### src/rtl/circuit5_ctrl.sv
// Single-transaction controller for a fixed-latency datapath: latches operands,
// waits LATENCY cycles, captures the results and holds them until the consumer accepts.
module circuit5_ctrl #(
  parameter int DW      = 64,
  parameter int RW      = 32,
  parameter int LATENCY = 2
) (
  input  logic          Clk,
  input  logic          Rst,
  input  logic          in_valid,
  output logic          in_ready,
  input  logic [DW-1:0] in_a,
  input  logic [DW-1:0] in_b,
  input  logic [DW-1:0] in_c,
  output logic [DW-1:0] dp_a,
  output logic [DW-1:0] dp_b,
  output logic [DW-1:0] dp_c,
  input  logic [RW-1:0] dp_z,
  input  logic [RW-1:0] dp_x,
  output logic          out_valid,
  input  logic          out_ready,
  output logic [RW-1:0] out_z,
  output logic [RW-1:0] out_x,
  output logic          busy,
  output logic [15:0]   done_cnt
);

  localparam logic [3:0] LAT = 4'(LATENCY);

  typedef enum logic [1:0] {
    S_IDLE,
    S_WAIT,
    S_DONE
  } state_t;

  state_t     state;
  state_t     state_next;
  logic [3:0] cnt;
  logic       accept;
  logic       capture;
  logic       handshake;

  // Outputs decode the registered state only, so no in_* to out_* path exists.
  assign in_ready  = (state == S_IDLE);
  assign busy      = (state != S_IDLE);
  assign out_valid = (state == S_DONE);

  // NOTE: every signal written here gets a default first so no latch is inferred.
  always_comb begin
    state_next = state;
    accept     = 1'b0;
    capture    = 1'b0;
    handshake  = 1'b0;
    case (state)
      S_IDLE: begin
        accept = in_valid;
        if (in_valid) state_next = S_WAIT;
      end
      S_WAIT: begin
        capture = (cnt == LAT);
        if (cnt == LAT) state_next = S_DONE;
      end
      S_DONE: begin
        handshake = out_ready;
        if (out_ready) state_next = S_IDLE;
      end
      default: state_next = S_IDLE;
    endcase
  end

  // NOTE: state registers use non-blocking assignments so every flop samples pre-edge values.
  always_ff @(posedge Clk) begin
    if (!Rst) begin
      state    <= S_IDLE;
      cnt      <= '0;
      dp_a     <= '0;
      dp_b     <= '0;
      dp_c     <= '0;
      out_z    <= '0;
      out_x    <= '0;
      done_cnt <= '0;
    end else begin
      state <= state_next;
      if (accept) begin
        dp_a <= in_a;
        dp_b <= in_b;
        dp_c <= in_c;
        cnt  <= '0;
      end else if (state == S_WAIT) begin
        cnt <= cnt + 4'd1;
      end
      if (capture) begin
        out_z <= dp_z;
        out_x <= dp_x;
      end
      // Natural 16-bit wrap is intended; no overflow flag.
      if (handshake) done_cnt <= done_cnt + 16'd1;
    end
  end

endmodule

### config.mk
export PLATFORM = sky130hd
export DESIGN_NAME = circuit5_ctrl
export DESIGN_NICKNAME = d
export VERILOG_FILES = /design/src/rtl/circuit5_ctrl.sv
export SDC_FILE = /design/constraint.sdc
export NUM_CORES = 1
export LEC_CHECK = 0
export BUFFER_PORTS_ARGS = -buffer_cell sky130_fd_sc_hd__buf_4
export CAP_MARGIN = 25
export CORE_AREA = 2 2 206 208
export DETAILED_ROUTE_END_ITERATION = 10
export DIE_AREA = 0 0 208 210
export PLACE_DENSITY_LB_ADDON = 0.1
export RECOVER_POWER = 100
export SLEW_MARGIN = 5
export SYNTH_ARGS = -nofsm -noshare
export SYNTH_HDL_FRONTEND = slang
export SYNTH_SLANG_ARGS = --single-unit
### constraint.sdc
create_clock -name Clk -period 5 [get_ports Clk]
set_input_delay 0.25 -clock Clk [delete_from_list [all_inputs] [get_ports Clk]]
set_output_delay 0.25 -clock Clk [all_outputs]
set_load 0.05 [all_outputs]
Yosys cells after proc, flatten, opt, wreduce, memory -nomap -nowiden --
Cells that the tools add are included.
Word-level totals: bits in registers 278, input bits 260, output and inout bits 275, word-level logic and storage cells 28
Cells by class: add/sub/neg operators 2, equal/unequal tests 6, mux-type cells 7, bitwise operators 1, reduce and logical (&&, ||, !) cells 4
Operator list (number):
- 16-bit by 1-bit adder with 16-bit output, second input constant | 1
- 2-bit two-way mux | 3
- 2-bit one-hot mux with 3 select lines | 1
- 4-bit by 1-bit adder with 4-bit output, second input constant | 1
- 4-bit by 2-bit == test with 1-bit output, second input constant | 1
- 2-bit inequality test, second input constant | 2
- 1-bit two-way mux | 3
- 3-bit AND reduction | 1
- 2-bit by 1-bit == test with 1-bit output, second input constant | 1
- 2-bit == test, second input constant | 1
- 2-bit zero test | 1
- 2-bit by 1-bit inequality test with 1-bit output, second input constant | 1
- 2-bit nonzero test | 1
- 2-bit OR reduction | 1
- 1-bit inverter | 1

Longest topological paths before layout --
Gate-level depths: netlist of the first run.
word-level depth 3, depth in mapped cells 8, mapped depth without buffers 6

Worst setup path before layout of the first run --
Ideal clock, no wire load.
path kind register to register, from reg state[0], to reg dp_a[21], setup time 0.071 ns, arrival 2.049 ns, data required time 4.929 ns, setup slack 2.880 ns, stages on the path, launching flop included 8, buffers on the path 3, clock period less this slack 2.120 ns, cells stage by stage dfxtp_1 buf_2 nor2_1 and2_0 buf_2 clkbuf_1 nand2_1 a21oi_1
Between the ends: cells in the longest elaborated chain, start to end 2
Ends and longest elaborated chain:
- start, declared | line 36 | state_t state;
- start signal, assigned | line 83 | state <= state_next;
- 2-bit zero test
- net in_ready | line 11 | output logic in_ready,
- 1-bit two-way mux | line 54 | case (state)
- end signal, assigned | line 85 | dp_a <= in_a;
- end, declared | line 15 | output logic [DW-1:0] dp_a,
The timed path passes the listed nets, and every way through them passes these cells. A chain may end at the register's enable or synchronous reset.

Worst setup path in the final report of the first run --
from in Rst, to reg dp_a[14]
RTL lines:
- start, declared | line 9 | input logic Rst,
No word-level cell between the ends.

==> summary.md, run 1 <==
| Metric | Value |
|---|---|
| Sequence of cells on the critical path | clkbuf_1 -> clkinvlp_4 -> buf_12 -> a21oi_1 |
| Critical path data arrival time | 3.81 ns |
| Commonest cells after routing, fill and taps aside | nand2_1 (517), clkbuf_1 (289), dfxtp_1 (278) |
| Number of placement rows | 75 |
| Critical Path Fanout Max | 154 |
| Worst path max stage delay | 2.06 ns |
| # nets final | 2,237 |
| Clock insertion delay at the later pin of the skew report | 0.53 ns |
| Worst-case headroom to the max-slew limit | -0.902 |
| Detailed Route Iter0 Violations | 539 |
| Overall overflow remaining after global route | 0 |
| Starting Density | 0.235 |
| Wire length of the first global-routing pass | 60.6 mm |
| Die outline height | 210 µm |
| Areal power density over the cells | 348 nW/µm² |
| Vias in the first global route | 10,600 |
| Number of storage elements in the synthesis netlist | 278 |
| Final Hold Fails | 0 |
| Initial antenna violation count | 0 |
| Share of synthesized flip-flops with an asynchronous set or reset | 0 |
| Relative area change from synthesis to final layout | 72.2% |
| Post-detailed-route DRC marker count | 0 |
| Leakage dissipation | 6.53 nW |
| Switching share of total power | 0.286 |
| CTS clk-pin slew, worst paths | 0.05 ns |
| Largest delay contributor family on the critical path | buffers and inverters |
| Cell-internal power | 4.16 mW |
| Maximum root-to-sink buffer count | 3 |
| Reported net switching power | 1.67 mW |
| Ratio of cells with drive above 1 in the final layout | 0.163 |
| Average routed wire per standard cell | 15.7 µm |
| Ports | 535 |
| Post-Synthesis Cell Area | 9740 µm² |
| Critical Path Source Type | input pin |
| Die ar. | 43,700 µm² |
| Status | finished, violations left |
| Top flip-flop cell by instance count after synthesis | dfxtp_1 |
| Vias | 10,800 |
| Worst hold slack across all endpoints | 0.0399 ns |
| Standard cell with the maximum stage delay on the critical path | clkinvlp_4 |
| Mapped Nets | 1,495 |
| Largest net degree at the start of global routing | 155 |
| TritonCTS clock tree | done |
| Number of enable flip-flop cells after synthesis | 0 |
| Final worst-path cycle share | 0.673 |
| Clock period minus final worst setup slack | 3.37 ns |
| Post-CTS Repair Setup Buffers | 0 |
| Setup TNS Final | 0 ns |
| Synthesized area per cell | 7.91 µm² |
| Buffer type at the clock tree root | clkbuf_16 |
| Total detailed-routing wirelength | 39.9 mm |
| Half-perimeter wire length of the detailed placement result | 26.6 mm |
| Yosys warnings | 0 |
| Number of CTS-inserted buffers | 36 |
| Antenna cell count | 0 |
| Path category of the worst min-delay check | input pin to register |
| Count of mapped cells out of synthesis | 1,232 |
| Via density | 4.27 |
| Post-detailed-route count of antenna-violating nets | 0 |
| Failing checks | max-capacitance violations, max-slew violations |
| Setup Skew | 0.0117 ns |
| Number of hold buffers added after cts | 255 |
| Kind of end point of the critical path | register |
| Reg power frac | 0.405 |
| Number of buffer and inverter instances along the worst setup path | 3 |
| Number of gates given a new drive strength after cts | 0 |
| GR Util All Layers | 0.174 |
| Clock sink total | 278 |
| Data required time of the worst path | 5.44 ns |
| Tightest Pin Transition | 2.85 ns |
| Number of failing setup endpoints in the final timing report | 0 |
| CTS H-tree depth | 2 |
| Most common cell after layout, fill and taps aside | nand2_1 |
| Die width | 208 µm |
| Maximum frequency from static timing analysis | 297 MHz |
| Class of the most critical setup path | input pin to register |
| Number of optimization iterations in the first detailed-route pass | 6 |
| IR Drop Worst-Case VDD | 281 µV |
| Clock network power share | 0.422 |
| Combinational fraction of design power | 0.173 |
| Core area | 41,500 µm² |
| RSZ-0062 raised after global routing | false |
| Portion of the post-synthesis area used by sequential elements | 0.571 |
| Reported max-cap violation count | 1 |
| Routability congestion estimate from global placement | 0.791 |
| Count of buffers from port buffering | 534 |
| Number of max-slew violations in the final report | 154 |
| Post-synth cell types | 43 |
-- through the flow --
step            util  instances  instance area, µm²  setup WS [ns]  power, mW
3_5_place_dp   0.341       2220               14100           2.45       3.33
4_1_cts        0.429       2538               17800           2.43       6.01
2_1_floorplan      -       1232                9740           2.88       2.93
6_report       0.404       2538               16800           1.63       5.83
3_3_place_gp   0.341       2220               14100           2.53       3.32
5_1_grt        0.404       2538               16800           1.35       6.08
-- power by group through the flow --
stage / Combinational, mW / Sequential (mW) / Clock [mW]
finish: 1.01 / 2.36 / 2.46
global route: 1.07 / 2.37 / 2.64
CTS: 1.09 / 2.36 / 2.55
detailed placement: 0.921 / 2.41 / 0
global placement: 0.919 / 2.41 / 0
floorplan: 0.208 / 2.73 / 0
-- sequential cells by signal, indices dropped and copies added, names as in the netlist --
register / count
dp_a: 64
dp_c: 64
dp_b: 64
out_x: 32
done_cnt: 16
cnt: 4
out_z: 32
state: 2
-- metal layers --
layer  vias to the layer above  share of wire  track usage
li1                       5452              -            -
met1                      4934           0.42        0.209
met2                       383           0.47        0.286
met3                        68          0.083       0.0563
met4                         0          0.031       0.0697
met5                         -              0            0
-- kinds of logic (layout without fill, tap and decap cells) --
| kind of cell | count (synthesis) | after routing | synth area share |
|---|---|---|---|
| buffers and inverters | 95 | 862 | 0.0398 |
| DFF | 278 | 278 | 0.571 |
| AOI/OAI and AO/OA | 275 | 275 | 0.144 |
| and+or+nand+nor | 569 | 569 | 0.230 |
| muxes | 3 | 3 | 0.00334 |
| adders and majority gates | 3 | 3 | 0.00385 |
| xor gates and xnor gates | 9 | 9 | 0.00809 |
-- synth_stat cells (2+ instances only) --
cell type / count / area (µm²)
xnor2_1: 5 / 43.8
dfxtp_1: 278 / 5570
nand4_1: 3 / 18.8
o31ai_1: 2 / 15.0
a22oi_1: 2 / 15.0
or4_1: 2 / 15.0
o21ai_0: 3 / 15.0
nand2_1: 518 / 1940
inv_1: 4 / 15.0
nor2_1: 19 / 71.3
nand3_1: 4 / 20.0
a21oi_1: 264 / 1320
ha_1: 3 / 37.5
nand2b_1: 3 / 18.8
mux2_2: 2 / 22.5
xor2_1: 4 / 35.0
buf_2: 25 / 125
nor3_1: 2 / 10.0
clkbuf_1: 64 / 240
or3_1: 2 / 12.5
-- path summary, 6_finish.rpt --
check,start,endpoint,slack (ns),depth (start not counted)
setup / recovery,Rst,dp_a[14],1.63,4
hold / removal,dp_x[7],out_x[7],0.04,3
setup reg to reg,state[0],dp_b[6],2.39,5
hold reg to reg,dp_b[41],dp_b[41],0.45,2
-- layout make-up --
class | instances | area, µm²
fill | 4463 | 24700
sequential | 278 | 5570
clock buffer | 55 | 1040
timing repair buffer | 794 | 5600
clock inverter | 8 | 65.1
inverter | 5 | 22.5
multi-input combinational | 859 | 3800
tap | 539 | 674
-- tightest hold or removal path, stage by stage --
cell and delay (ns):
buf_4 0.08, nand2_1 0.07, a21oi_1 0.12
(Power assumes the default switching activity.)
==> run 2: changes to the inputs <==
Clock period 5 ns to 3.04 ns, I/O delays scaled along.
==> run 2 against run 1 <==
The run now ends clean. Critical path depth rose by 1. Combinational power increased by 67%. Via count up 0.55%. Count of clock-buffer cells in the layout grew 1. Sequential power grew 64%. Final cell count increased by 0.55%. Register-to-register slack lost 1.6 ns. Power grew 64%. Worst setup slack worse by 0.85 ns. Core utilization is 0.50 points higher. First-iteration DRC count rose by 8.9%. Critical path type is now register to register. Highest routed layer unchanged.
==> summary.md, run 2 (same netlist as run 1, synthesis figures left out) <==
| Metric | Value |
|---|---|
| Half-perimeter wire length of the detailed placement result | 27.7 mm (+4.4%) |
| Cell-internal power | 6.84 mW (+64%) |
| Wire length of the first global-routing pass | 61.6 mm (+1.6%) |
| End-of-flow core utilization | 0.409 (+0.00498) |
| Standard cell with the maximum stage delay on the critical path | and2_2 |
| Leakage dissipation | 6.64 nW (+1.6%) |
| Worst hold slack across all endpoints | 0.139 ns (+0.0988 ns) |
| RSZ-0062 raised after global routing | false |
| Initial antenna violation count | 0 (unchanged) |
| Ratio of cells with drive above 1 in the final layout | 0.168 (+0.00533) |
| Number of CTS-inserted buffers | 35 (-2.8%) |
| Reported max-cap violation count | 0 (-1) |
| CTS clk-pin slew, worst paths | 0.06 ns (about the same) |
| Fill cell count | 4,398 (-1.5%) |
| Clock insertion delay at the later pin of the skew report | 0.53 ns (about the same) |
| Antenna cell count | 0 (unchanged) |
| Post-detailed-route DRC marker count | 0 (unchanged) |
| TritonCTS clock tree | done |
| Data required time of the worst path | 3.50 ns (-1.94 ns) |
| Commonest cells after routing, fill and taps aside | nand2_1 (517), clkbuf_1 (287), dfxtp_1 (278) |
| Reg power frac | 0.405 (about the same) |
| Via density | 4.27 (about the same) |
| Post-CTS Repair Setup Buffers | 0 (unchanged) |
| Design Power | 9.58 mW (+64%) |
| Maximum root-to-sink buffer count | 3 (unchanged) |
| Largest net degree at the start of global routing | 114 (-26%) |
| Worst-case headroom to the max-slew limit | 0.349 (+1.25) |
| End of the worst register-to-register path | dp_c[59] |
| Clock period minus final worst setup slack | 2.26 ns |
| Worst reg2reg setup slack | 0.78 ns (-1.61 ns) |
| Sequence of cells on the critical path | nor2_1 -> and2_2 -> buf_4 -> nand2_1 -> a21oi_1 |
| Number of failing setup endpoints in the final timing report | 0 (unchanged) |
| Die ar. | 43,700 µm² (unchanged) |
| Kind of end point of the critical path | register |
| Worst path max stage delay | 0.86 ns (-1.20 ns) |
| Final Hold Fails | 0 (unchanged) |
| Starting Density | 0.235 (unchanged) |
| Clock sink total | 278 (unchanged) |
| Core area | 41,500 µm² (unchanged) |
| Combinational fraction of design power | 0.176 (+0.003) |
| Die outline height | 210 µm (unchanged) |
| Number of optimization iterations in the first detailed-route pass | 5 (-1) |
| Setup TNS Final | 0 ns (unchanged) |
| Overall overflow remaining after global route | 0 (unchanged) |
| Placed Instances | 2,235 (+0.68%) |
| Path category of the worst min-delay check | input pin to register |
| Count of buffers from port buffering | 534 (unchanged) |
| Maximum frequency from static timing analysis | 443 MHz |
| Average routed wire per standard cell | 15.9 µm (+0.96%) |
| Vias in the first global route | 10,800 (+1.5%) |
| Areal power density over the cells | 565 nW/µm² (+62%) |
| Clock network power share | 0.418 (-0.004) |
| Die width | 208 µm (unchanged) |
| Vias | 10,900 (+0.55%) |
| Tightest Pin Transition | 0.976 ns (-1.88 ns) |
| Total detailed-routing wirelength | 40.5 mm (+1.5%) |
| Setup Skew | 0.0144 ns (+0.00271 ns) |
| Status | completed |
| Critical path data arrival time | 2.71 ns (-1.10 ns) |
| Routability congestion estimate from global placement | 0.797 (+0.75%) |
| Final worst-path cycle share | 0.743 |
| Critical Path Source Type | register |
| Detailed Route Iter0 Violations | 587 (+8.9%) |
| Switching share of total power | 0.287 (+0.000457) |
| IR Drop Worst-Case VDD | 356 µV (+27%) |
| Ports | 535 (unchanged) |
| Most common cell after layout, fill and taps aside | nand2_1 |
| Number of placement rows | 75 (unchanged) |
| Buffer type at the clock tree root | clkbuf_16 |
| Last element of the critical path | dp_c[59] |
| Critical Path Fanout Max | 39 (-75%) |
| Class of the most critical setup path | register to register |
| Depth of the most critical reg-to-reg path | 5 (unchanged) |
| Regs by FF count | dp_a (64), dp_b (64), dp_c (64) |
| Count of non-filler cells in the finished layout | 2,552 (+0.55%) |
| Number of max-slew violations in the final report | 0 (-100%) |
| Post-detailed-route count of antenna-violating nets | 0 (unchanged) |
| # nets final | 2,254 (+0.76%) |
| CTS H-tree depth | 2 (unchanged) |
| Reported net switching power | 2.75 mW (+65%) |
| Relative area change from synthesis to final layout | 74.3% |
| Worst reg2reg startpoint | state[0] |
| GR Util All Layers | 0.177 (+0.00339) |
| Worst setup startpoint | state[0] |
## run 2: cell count changes in the layout (fill, tap and decap cells not counted), moves of 2 or more
cell	change
clkinv_2	-5
buf_12	+6
clkbuf_8	+3
dlygate4sd3_1	+3
buf_4	+9
clkbuf_1	-2
## run 2: routing by layer
| layer | up-vias | wire, µm | track usage |
|---|---|---|---|
| met2 | 395 | 19000 | 0.296 |
| met4 | 0 | 1140 | 0.0621 |
| met3 | 66 | 3290 | 0.0575 |
| li1 | 5487 | - | - |
| met1 | 4949 | 17100 | 0.213 |
| met5 | - | 0 | 0 |
## run 2: layout make-up
type | instances | area [µm²] | area share
Clock buffer | 56 | 1080 | 0.0635
Clock inverter | 3 | 17.5 | 0.00103
Sequential cell | 278 | 5570 | 0.328
Multi-Input combinational cell | 859 | 3800 | 0.224
Timing Repair Buffer | 812 | 5820 | 0.343
Inverter | 5 | 26.3 | 0.00155
Tap cell | 539 | 674 | 0.0397
## run 2: worst min path at each step
stage                     endpoint  cells after the start  startpoint
after floorplan           dp_a[27]                      2    in_a[27]
after global placement    out_x[4]                      3     dp_x[4]
after detailed placement  dp_a[14]                      3    in_a[14]
after CTS                   cnt[1]                      4    in_valid
after global routing        cnt[1]                      4    in_valid
final                       cnt[1]                      4    in_valid
## run 2: power by group through the flow
stage | Sequential, mW | Clock, mW | Combinational, mW
finish | 3.88 | 4.01 | 1.69
global route | 3.90 | 4.30 | 1.80
CTS | 3.89 | 4.17 | 1.84
detailed placement | 3.97 | 0 | 1.55
global placement | 3.96 | 0 | 1.55
floorplan | 4.48 | 0 | 0.342
## run 2: stage by stage
step	instance area (µm²)	setup slack, ns
finish	17000	0.782
global route	17000	0.583
CTS	18000	1.00
detailed placement	14300	1.03
global placement	14300	1.07
floorplan	9740	0.920
## run 2: critical path: cells and delay by family (launching register included)
kind | cells | cell delay (ns)
AND/OR/NAND/NOR | 3 | 1.29
flip-flops | 1 | 0.40
AO/OA/AOI/OAI | 1 | 0.13
buffers and inverters | 1 | 0.36
## run 2: timing repair
action | in CTS | in global routing
setup endpoints to repair | 0 | 0
endpoints found under the hold margin | 258 | 0
resized for setup | 0 | 0
hold buffers | 258 | 0
==> run 3: changes to the inputs <==
Clock period 3.04 ns to 2.01 ns, I/O delays scaled along.
==> run 3 against run 2 <==
Flip-flop and latch count did not move. Global-route usage is 0.20 points higher. Via count fell by 0.79%. Worst setup slack worse by 0.61 ns. Combinational power increased by 53%. Critical path type is now register to output port. Critical endpoint is now out_valid. Highest routed layer unchanged.
==> summary.md, run 3 (same netlist as run 1, synthesis figures left out) <==
| Metric | Value |
|---|---|
| Status | completed |
| Hold Path Origin | dp_z[19] |
| Post-CTS Repair Setup Buffers | 0 (unchanged) |
| Number of CTS-inserted buffers | 35 (unchanged) |
| Kind of end point of the critical path | output port |
| Hold EP | out_z[19] |
| Buffer type at the clock tree root | clkbuf_16 |
| Average routed wire per standard cell | 16.0 µm (+0.56%) |
| Initial antenna violation count | 0 (unchanged) |
| RSZ-0062 raised after global routing | false |
| M3 GR Usage | 0.0653 (+0.00775) |
| TritonCTS clock tree | done |
| Regs by FF count | dp_a (64), dp_b (64), dp_c (64) |
| Maximum frequency from static timing analysis | 544 MHz |
| Clock sink total | 278 (unchanged) |
| Half-perimeter wire length of the detailed placement result | 29.2 mm (+5.2%) |
| Clock period minus final worst setup slack | 1.84 ns |
| Data required time of the worst path | 1.91 ns (-1.59 ns) |
| Number of placement rows | 75 (unchanged) |
| Post-detailed-route count of antenna-violating nets | 0 (unchanged) |
| Antenna cell count | 0 (unchanged) |
| Count of buffers from port buffering | 534 (unchanged) |
| Final Hold Fails | 0 (unchanged) |
| IR Drop Worst-Case VDD | 581 µV (+63%) |
| Storage element area | 5570 µm² (unchanged) |
| Ports | 535 (unchanged) |
| Relative area change from synthesis to final layout | 76.0% |
| Reported max-cap violation count | 0 (unchanged) |
| GR Util All Layers | 0.179 (+0.00201) |
| Critical path data arrival time | 1.74 ns (-0.97 ns) |
| Most common cell after layout, fill and taps aside | nand2_1 |
| Detailed Route Iter0 Violations | 521 (-11%) |
| Post-detailed-route DRC marker count | 0 (unchanged) |
| Number of optimization iterations in the first detailed-route pass | 4 (-1) |
| Areal power density over the cells | 846 nW/µm² (+50%) |
| Setup Skew | 0.00901 ns (-0.00541 ns) |
| Die outline height | 210 µm (unchanged) |
| Core area | 41,500 µm² (unchanged) |
| End of the worst register-to-register path | dp_c[45] |
| Worst reg2reg startpoint | state[1] |
| Overall overflow remaining after global route | 0 (unchanged) |
| Busiest metal layer after global routing | met2 |
| Via density | 4.20 (-1.5%) |
| Die width | 208 µm (unchanged) |
| Starting Density | 0.235 (unchanged) |
| Setup TNS Final | 0 ns (unchanged) |
| GRT met2 Usage | 0.302 (+0.00596) |
| Die ar. | 43,700 µm² (unchanged) |
| Maximum root-to-sink buffer count | 3 (unchanged) |
| Commonest cells after routing, fill and taps aside | nand2_1 (517), clkbuf_1 (291), dfxtp_1 (278) |
| Number of failing setup endpoints in the final timing report | 0 (unchanged) |
| CTS clk-pin slew, worst paths | 0.06 ns (about the same) |
| Number of max-slew violations in the final report | 0 (unchanged) |
| Routability congestion estimate from global placement | 0.788 (-1.1%) |
| Worst reg2reg setup slack | 0.19 ns (-0.59 ns) |
| CTS H-tree depth | 2 (unchanged) |
| Vias | 10,800 (-0.79%) |
| Area used by multi-input combinational logic | 3800 µm² (+0.16%) |
| Leakage dissipation | 6.73 nW (+1.4%) |
| Class of the most critical setup path | register to output port |
| Instance count along the most critical hold path | 4 (unchanged) |
| Total detailed-routing wirelength | 41.1 mm (+1.3%) |
| Tightest Pin Transition | 0.795 ns (-0.181 ns) |
| Vias in the first global route | 10,700 (-1.1%) |
| Worst-case headroom to the max-slew limit | 0.472 (+0.123) |
| Final worst-path cycle share | 0.915 |
| Depth of the most critical reg-to-reg path | 5 (unchanged) |
| Wire length of the first global-routing pass | 62.0 mm (+0.73%) |
| # nets final | 2,269 (+0.67%) |
| Largest net degree at the start of global routing | 66 (-42%) |
| Design Power | 14.5 mW (+51%) |
| Clock insertion delay at the later pin of the skew report | 0.52 ns (about the same) |
| Critical Path Source Type | register |
| Ratio of cells with drive above 1 in the final layout | 0.173 (+0.00532) |
| GRT met1 Usage | 0.217 (+0.00419) |
| Critical Path Fanout Max | 8 (-79%) |
| End-of-flow core utilization | 0.413 (+0.00404) |
| Fill cell count | 4,434 (+0.82%) |
| Path category of the worst min-delay check | input pin to register |
-- run 3: cell types whose count changed in the layout (fill, tap and decap cells not counted), moves of 2 or more --
cell	before	now
buf_4	269	266
clkbuf_1	287	291
dlygate4sd3_1	258	260
clkbuf_4	0	2
clkbuf_2	0	7
clkinv_2	2	5
buf_12	9	13
-- run 3: layer usage --
layer	up-vias	routed length, µm
li1	5525	-
met3	40	3500
met4	0	624
met5	-	0
met2	367	19300
met1	4879	17600
-- run 3: worst max-delay path by stage --
stage / startpoint / depth (start not counted) / endpoint
global route: state[1] / 5 / dp_c[19]
detailed placement: cnt[0] / 7 / out_x[16]
floorplan: done_cnt[4] / 4 / done_cnt[15]
CTS: state[1] / 5 / dp_c[45]
global placement: cnt[0] / 7 / out_x[15]
finish: state[0] / 4 / out_valid
-- run 3: where the power goes --
group,internal [mW],switching (mW)
Combinational,0.956,1.63
Clock,3.67,2.39
Sequential,5.75,0.118
-- run 3: timing repair --
action,CTS,global route
hold buffers,260,0
resized for setup,0,1
endpoints found under the setup margin,0,4
endpoints found under the hold margin,260,0
-- run 3: worst max-delay path: stages (launching register included) --
cell and delay, ns:
dfxtp_1 0.34, clkbuf_1 0.21, nor2b_1 0.14, clkbuf_1 0.21, clkbuf_2 0.32
-- run 3: cell type report --
type	count	area share
multi-input cells	859	0.222
clock buffers	58	0.0633
repair buffers	827	0.348
flip-flops and latches	278	0.325
well taps	539	0.0393
clock inverters	5	0.00146
inverters	5	0.00153
-- run 3: stage by stage --
stage / cell area, µm² / cells / setup WS (ns) / hold WS (ns)
6_report: 17100 / 2571 / 0.170 / 0.367
5_1_grt: 17100 / 2571 / 0.0340 / 0.357
4_1_cts: 18200 / 2571 / 0.120 / 0.325
3_5_place_dp: 14500 / 2248 / 0.179 / 0.355
3_3_place_gp: 14500 / 2248 / 0.257 / 0.348
2_1_floorplan: 9740 / 1232 / 0.0250 / 0.237
